$ cat config.mk
export PLATFORM = sky130hd
export DESIGN_NAME = handle_check
export DESIGN_NICKNAME = d
export VERILOG_FILES = /design/src/rtl/handle_check.sv
export SDC_FILE = /design/constraint.sdc
export NUM_CORES = 1
export LEC_CHECK = 0
export ABC_CLOCK_PERIOD_IN_PS = 2490
export CAP_MARGIN = 0
export CORE_MARGIN = 2
export CORE_UTILIZATION = 33
export DETAILED_ROUTE_END_ITERATION = 16
export SLEW_MARGIN = 5
export SYNTH_ARGS = -nofsm -noshare
export SYNTH_HDL_FRONTEND = slang
export SYNTH_SLANG_ARGS = --single-unit
$ cat constraint.sdc
create_clock -name ver_clk -period 2.49 [get_ports ver_clk]
set_input_delay 0.249 -clock ver_clk [delete_from_list [all_inputs] [get_ports ver_clk]]
set_output_delay 0.249 -clock ver_clk [all_outputs]
set_load 0.01 [all_outputs]
$ cat src/rtl/handle_check.sv
// Handle / check-field capture and verification for the 6C tag access command path.
// Serially captures a handle and a check byte, kicks the handle CRC verifier,
// waits (bounded) for its completion, then reports pass/fail with a result code.
module handle_check #(
   parameter int unsigned HANDLE_W = 16,
   parameter int unsigned CHECK_W  = 8,
   parameter int unsigned TIMEOUT  = 32,
   parameter int unsigned CNT_W    = 5
) (
   input  logic                ver_clk,
   input  logic                rst_n,
   input  logic                new_cmd,
   input  logic                bit_valid,
   input  logic                bit_data,
   input  logic [HANDLE_W-1:0] handle,
   input  logic [CHECK_W-1:0]  ver_code,
   input  logic                ver_done,
   output logic                ver_pulse,
   output logic [HANDLE_W-1:0] rx_handle,
   output logic [CHECK_W-1:0]  rx_check,
   output logic                chk_busy,
   output logic                chk_done,
   output logic                chk_ok,
   output logic [1:0]          err_code
);

   typedef enum logic [2:0] {
      StIdle, StRxHandle, StRxCheck, StVerStart, StVerWait, StCompare, StDone
   } state_e;

   localparam logic [CNT_W-1:0] HandleLast  = CNT_W'(HANDLE_W - 1);
   localparam logic [CNT_W-1:0] CheckLast   = CNT_W'(CHECK_W - 1);
   // Counter value on the last waiting cycle: the increment that would make it
   // reach TIMEOUT-1 ends the wait, so DONE starts TIMEOUT cycles after ver_pulse.
   localparam logic [CNT_W-1:0] TimeoutLast = CNT_W'(TIMEOUT - 2);

   localparam logic [1:0] ErrOk      = 2'b00;
   localparam logic [1:0] ErrHandle  = 2'b01;
   localparam logic [1:0] ErrCode    = 2'b10;
   localparam logic [1:0] ErrTimeout = 2'b11;

   state_e              state_q, state_d;
   logic [CNT_W-1:0]    bcnt_q, bcnt_d;
   logic [CNT_W-1:0]    tcnt_q, tcnt_d;
   logic [HANDLE_W-1:0] rx_handle_d;
   logic [CHECK_W-1:0]  rx_check_d;
   logic                ver_pulse_d, chk_busy_d, chk_done_d, chk_ok_d;
   logic [1:0]          err_code_d;

   // State register
   always_ff @(posedge ver_clk or negedge rst_n) begin
      if (!rst_n) state_q <= StIdle;
      else        state_q <= state_d;
   end

   // Next-state logic; new_cmd aborts from any state
   always_comb begin
      state_d = state_q;
      if (new_cmd) begin
         state_d = StRxHandle;
      end else begin
         case (state_q)
            StIdle:     state_d = StIdle;
            StRxHandle: if (bit_valid && bcnt_q == HandleLast) state_d = StRxCheck;
            StRxCheck:  if (bit_valid && bcnt_q == CheckLast) state_d = StVerStart;
            StVerStart: state_d = StVerWait;
            StVerWait: begin
               if (ver_done)                  state_d = StCompare;
               else if (tcnt_q == TimeoutLast) state_d = StDone;
            end
            StCompare:  state_d = StDone;
            StDone:     state_d = StDone;
            default:    state_d = StIdle;
         endcase
      end
   end

   // Counters and shift registers next values
   always_comb begin
      bcnt_d      = bcnt_q;
      tcnt_d      = tcnt_q;
      rx_handle_d = rx_handle;
      rx_check_d  = rx_check;
      if (new_cmd) begin
         bcnt_d      = '0;
         tcnt_d      = '0;
         rx_handle_d = '0;
         rx_check_d  = '0;
      end else begin
         case (state_q)
            StRxHandle: begin
               if (bit_valid) begin
                  rx_handle_d = {rx_handle[HANDLE_W-2:0], bit_data};
                  bcnt_d      = (bcnt_q == HandleLast) ? '0 : bcnt_q + 1'b1;
               end
            end
            StRxCheck: begin
               if (bit_valid) begin
                  rx_check_d = {rx_check[CHECK_W-2:0], bit_data};
                  bcnt_d     = (bcnt_q == CheckLast) ? '0 : bcnt_q + 1'b1;
               end
            end
            StVerStart: tcnt_d = '0;
            StVerWait:  if (!ver_done) tcnt_d = tcnt_q + 1'b1;
            default: ;
         endcase
      end
   end

   // Datapath registers
   always_ff @(posedge ver_clk or negedge rst_n) begin
      if (!rst_n) begin
         bcnt_q    <= '0;
         tcnt_q    <= '0;
         rx_handle <= '0;
         rx_check  <= '0;
      end else begin
         bcnt_q    <= bcnt_d;
         tcnt_q    <= tcnt_d;
         rx_handle <= rx_handle_d;
         rx_check  <= rx_check_d;
      end
   end

   // Output next values, decoded from the upcoming state so outputs stay registered
   always_comb begin
      ver_pulse_d = (state_d == StVerStart);
      chk_busy_d  = !(state_d == StIdle || state_d == StDone);
      chk_done_d  = (state_d == StDone) && (state_q != StDone);
      chk_ok_d    = chk_ok;
      err_code_d  = err_code;
      if (new_cmd) begin
         chk_ok_d   = 1'b0;
         err_code_d = ErrOk;
      end else if (state_q == StCompare) begin
         if (rx_handle != handle) begin
            chk_ok_d   = 1'b0;
            err_code_d = ErrHandle;
         end else if (rx_check != ver_code) begin
            chk_ok_d   = 1'b0;
            err_code_d = ErrCode;
         end else begin
            chk_ok_d   = 1'b1;
            err_code_d = ErrOk;
         end
      end else if (state_q == StVerWait && state_d == StDone) begin
         chk_ok_d   = 1'b0;
         err_code_d = ErrTimeout;
      end
   end

   // Output registers
   always_ff @(posedge ver_clk or negedge rst_n) begin
      if (!rst_n) begin
         ver_pulse <= 1'b0;
         chk_busy  <= 1'b0;
         chk_done  <= 1'b0;
         chk_ok    <= 1'b0;
         err_code  <= ErrOk;
      end else begin
         ver_pulse <= ver_pulse_d;
         chk_busy  <= chk_busy_d;
         chk_done  <= chk_done_d;
         chk_ok    <= chk_ok_d;
         err_code  <= err_code_d;
      end
   end

endmodule

Word-level counts from Yosys, hierarchy flattened:

Index checks and enable logic that the tools add are counted.

* add/subtract/negate cells: 2
* multiply operators: 0
* divide/modulo/power cells: 0
* $lt $le $gt $ge: 0
* eq/ne operators: 17
* shift-type cells: 0
* muxes and demuxes: 31
* bitwise gates (word level): 0
* reduce and logical (&&, ||, !) cells: 18

Operators by type and width (number)
* 16-bit two-way mux: 3
* 5-bit two-way mux: 7
* 8-bit two-way mux: 3
* 5-bit case mux with 2 select lines: 2
* 16-bit != test: 1
* 3-bit two-way mux: 5
* 3-bit case mux with 5 select lines: 1
* 3-bit equality test, second input constant: 4
* 3-bit != test, second input constant: 4
* 5-bit by 1-bit adder with 5-bit output, second input constant: 2
* 2-bit two-way mux: 5
* 3-bit by 2-bit equality test with 1-bit output, second input constant: 3
* 3-bit nonzero test: 3
* 8-bit != test: 1
* 2-bit AND reduction: 3
* 2-bit nonzero test: 3
* 5-bit by 3-bit equality test with 1-bit output, second input constant: 1
* 5-bit by 4-bit equality test with 1-bit output, second input constant: 1
* 5-bit equality test, second input constant: 1
* 1-bit two-way mux: 5
* 1-bit logical AND: 4
* 3-bit by 1-bit equality test with 1-bit output, second input constant: 1
* 3-bit zero test: 1
* 3-bit AND reduction: 1
* 3 further kinds: 3

* flip-flop bits (word level): 43
* latch bits: 0
* memory bits (writable): 0
* bits in read-only memories: 0
* bits of input ports: 30
* output and inout bits: 30
* word-level logic and storage cells: 78
* memories: 0

Logic depth before layout (Yosys ltp):

* word-level depth: 10
* mapped depth: 8
* mapped depth without buffers: 8

Worst setup path before layout:

No wires, ideal clock.

* path type: register -> register
* from: register bcnt_q[0]
* to: register err_code[1]
* library setup time: 0.107 ns
* data arrival time: 1.876 ns
* data required time: 2.383 ns
* slack: 0.507 ns
* stages on the path, launching flop included: 9
* clock period less this slack: 1.983 ns
* path through: dfrtp_1 > ha_1 > and3_1 > ha_1 > nand2_1 > a21oi_1 > o21ai_1 > o31a_4 > a2111oi_4

* word-level cells in the longest chain between the ends: 8
* elaborated cells on any way between the ends: 11
* those cells by class: eq/ne (3); mux (4); reduce/logical (4)

RTL lines
* from (decl): line 43 `logic [CNT_W-1:0] bcnt_q, bcnt_d;`
* from (signal assigned): line 118 `bcnt_q <= bcnt_d;`
* 5-bit by 3-bit equality test with 1-bit output or 5-bit by 4-bit equality test with 1-bit output (tied branches): line 65, 64
* 1-bit logical AND, on equally long branches: line 65, 64
* 3-bit two-way mux, on equally long branches: line 65, 64
* 3-bit case mux with 5 select lines (*): line 62 `case (state_q)`
* 3-bit two-way mux (*): line 59 `if (new_cmd) begin`
* net state_d[0]: line 42 `state_e state_q, state_d;`
* 3-bit equality test (*): line 146 `end else if (state_q == StVerWait && state_d == StDone) begin`
* 1-bit logical AND (*): line 146
* 3-bit nonzero test (no source line) (*)
* to (signal assigned): line 159 `err_code <= ErrOk;`
* to (signal assigned): line 165 `err_code <= err_code_d;`
* to (decl): line 24 `output logic [1:0] err_code`

The timed path passes the listed nets; every way through them passes the cells marked *.
A chain may end at the register's enable or synchronous reset.

Final worst setup path:

Same ends and word-level chain as after synthesis.

==> qor.yml <==
run_status:
  outcome: "finished, final reports clean"
power:
  vdd_drop_max_mv: 0.250
  power_density_nw_per_um2: 606
  finalPower_mw: 1.86
  leakagePower_nw: 1.20
final_layout:
  diodes: 0
  layout-drive-gt1-share: 0.0710
  nets: 344
  area_growth_syn_to_layout_pct: 33.7
  instances_no_fill: 390
timing:
  finalSetupViolCount: 0
  timing.final.crit_share: 0.880
  fin_crit_ns: 2.19
  timing.final.hold_violations: 0
  fmax_mhz: 457
  max_slew_margin: 0.335
  clock-skew-final_ns: 0.00482
  drv_slew: 0
  whs_ns: 0.121
  rsz0062_at_grt: "false"
  tns_ns: 0
  layout_setup_ws_ns: 0.300
  worst_pin_slew_ns: 0.997
clocking:
  clockRootBuffer: "clkbuf_8"
  cts_resized: 0
  cts_sinks: 43
  clk_pin_slew_ns: 0.08
  cts_buffers: 5
  cts_setup_buffers: 0
  cts_hold_buf: 0
  insertion_delay_ns: 0.29
  clockBufferDepth: 2
  cts_tree: "built"
  htreeDepth: 2
worst_setup_path:
  cp_common_cell: "ha_1"
  criticalPathCategory: "reg2reg"
  start_kind: "register"
  worstPathMaxFanout: 4
  end_kind: "register"
  slowest_delay_ns: 0.42
  cp.arrival_ns: 2.38
  worstPathRequired_ns: 2.68
  path_cells: "ha_1 > and3_1 > ha_1 > nand2_1 > a21oi_1 > o21ai_1 > o31a_4 > a2111oi_4"
  crit_slowest_cell: "o31a_4"
global_routing:
  grt.total_usage: 0.147
  met3_usage: 0.0313
  grt_pass1_wl_um: 8820
  busiest_layer: "met2"
  grt_pass1_vias: 1850
  met2_usage: 0.236
  antenna_found_initial: 0
  grt_use_met1: 0.197
  grt_max_degree: 44
  grt.overflow.total: 0
place:
  dpl.hpwl_um: 3920
  place.detailed.instances: 382
  pre_cts_ws_ns: 0.253
  port_buffers: 59
  gp_congestion: 0.775
drt:
  drt_iter0_markers: 78
  routed_wl_um: 5480
  avgViaCountPerCell: 4.88
  drtPass1Iterations: 5
  drc_errors: 0
  vias: 1902
  wire_per_inst_um: 14.0
  ant_nets: 0
floorplan:
  die_h_um: 87.4
  std_cell_rows: 30
  die_w_um: 87.4
  design.die.area_um2: 7630
  coreArea_um2: 6760
  start_util: 0.339
  boundaryPins: 60
logic_synthesis:
  ys_ff_latch: 43
  synth-warning-count: 0
  syn_inst: 247
  avgSynthCellArea_um2: 9.29
  synthFlopType: "dfrtp_1"
  async_reset_ff_frac: 1.00
  synth_edf_count: 0
  ys_seq_area_frac: 0.469
  synth_area_um2: 2290
  syn-num-nets: 282
  synthDistinctLibCells: 43
job:
  cap_violations: 0
worst_hold_path:
  hold_class: "in2async"
[layout by cell type, fill, tap and decap left out, drive strengths merged, types with 2 or more instances in the layout]
| master | n |
|---|---|
| nor4bb | 2 |
| clkdlybuf4s50 | 58 |
| nand3b | 3 |
| and3 | 2 |
| nor2 | 9 |
| dfrtp | 43 |
| o31ai | 3 |
| o21ai | 4 |
| nor3 | 6 |
| ha | 5 |
| and3b | 2 |
| buf | 8 |
| inv | 9 |
| nand4 | 9 |
| xor2 | 4 |
| clkbuf | 7 |
| nand2 | 59 |
| a21oi | 29 |
| xnor2 | 26 |
[Yosys cell counts (all sizes together), types with 2 or more instances]
| cell type | instances | share of area |
|---|---|---|
| nand2 | 59 | 0.097 |
| dfrtp | 43 | 0.47 |
| a21oi | 29 | 0.063 |
| xnor2 | 26 | 0.099 |
| inv | 9 | 0.015 |
| nand4 | 9 | 0.025 |
| nor2 | 9 | 0.016 |
| clkbuf | 8 | 0.013 |
| nor3 | 6 | 0.013 |
| ha | 5 | 0.027 |
| o21ai | 4 | 0.010 |
| xor2 | 4 | 0.015 |
| buf | 3 | 0.0076 |
| nand3b | 3 | 0.0098 |
| o31ai | 3 | 0.0098 |
| and3 | 2 | 0.0055 |
| and3b | 2 | 0.0076 |
| nor4bb | 2 | 0.0087 |
[worst max-delay path: cells and delay by family, from the launching register on]
kind | cells | cell delay, ns
AOI/OAI and AO/OA | 4 | 1.08
adders and majority gates | 2 | 0.37
DFF | 1 | 0.39
and+or+nand+nor | 2 | 0.25
[logic make-up (layout without fill, tap and decap cells)]
family,count (synthesis),after routing,share of synthesized area
and+or+nand+nor,102,102,0.214
xor gates and xnor gates,30,30,0.115
DFF,43,43,0.469
AOI/OAI and AO/OA,46,46,0.134
muxes,1,1,0.00491
adders and majority gates,5,5,0.0273
buffers and inverters,20,83,0.0355
[sequential cells by signal, indices dropped and copies added (netlist names)]
signal / cells
tcnt_q: 5
bcnt_q: 5
chk_ok: 1
rx_handle: 16
chk_done: 1
rx_check: 8
ver_pulse: 1
err_code: 2
state_q: 3
chk_busy: 1
[layer usage]
metal	wire [um]	share of wire
met2	2580	0.47
met3	177	0.032
met4	111	0.020
met1	2610	0.48
met5	0	0
[through the flow]
step	utilization	area (um^2)
floorplan	-	2290
global placement	0.442	2980
detailed placement	0.442	2980
CTS	0.454	3070
global route	0.454	3070
finish	0.454	3070
[layout make-up]
type | count | area, um^2
Clock buffer | 7 | 76.3
Clock inverter | 1 | 5.00
Fill cell | 662 | 3690
Inverter | 9 | 33.8
Multi-Input combinational cell | 184 | 1140
Sequential cell | 43 | 1080
Tap cell | 80 | 100
Timing Repair Buffer | 66 | 638
[path summary, 6_finish.rpt]
kind | end | start | depth (start not counted) | slack, ns
setup / recovery | err_code[1] | bcnt_q[0] | 8 | 0.30
max in group asynchronous | state_q[2] | rst_n | 1 | 1.74
hold reg to reg | bcnt_q[3] | bcnt_q[3] | 1 | 0.52
setup reg to reg | err_code[1] | bcnt_q[0] | 8 | 0.30
min in group ver_clk | bcnt_q[3] | bcnt_q[3] | 1 | 0.52
hold / removal | rx_handle[11] | rst_n | 1 | 0.12
[where the power goes]
group          internal (mW)  total [mW]  switching, mW
Sequential             0.761       0.836         0.0752
Clock                  0.197       0.424          0.227
Combinational          0.269       0.598          0.330
Note: power is estimated with default switching activity, not from simulation.
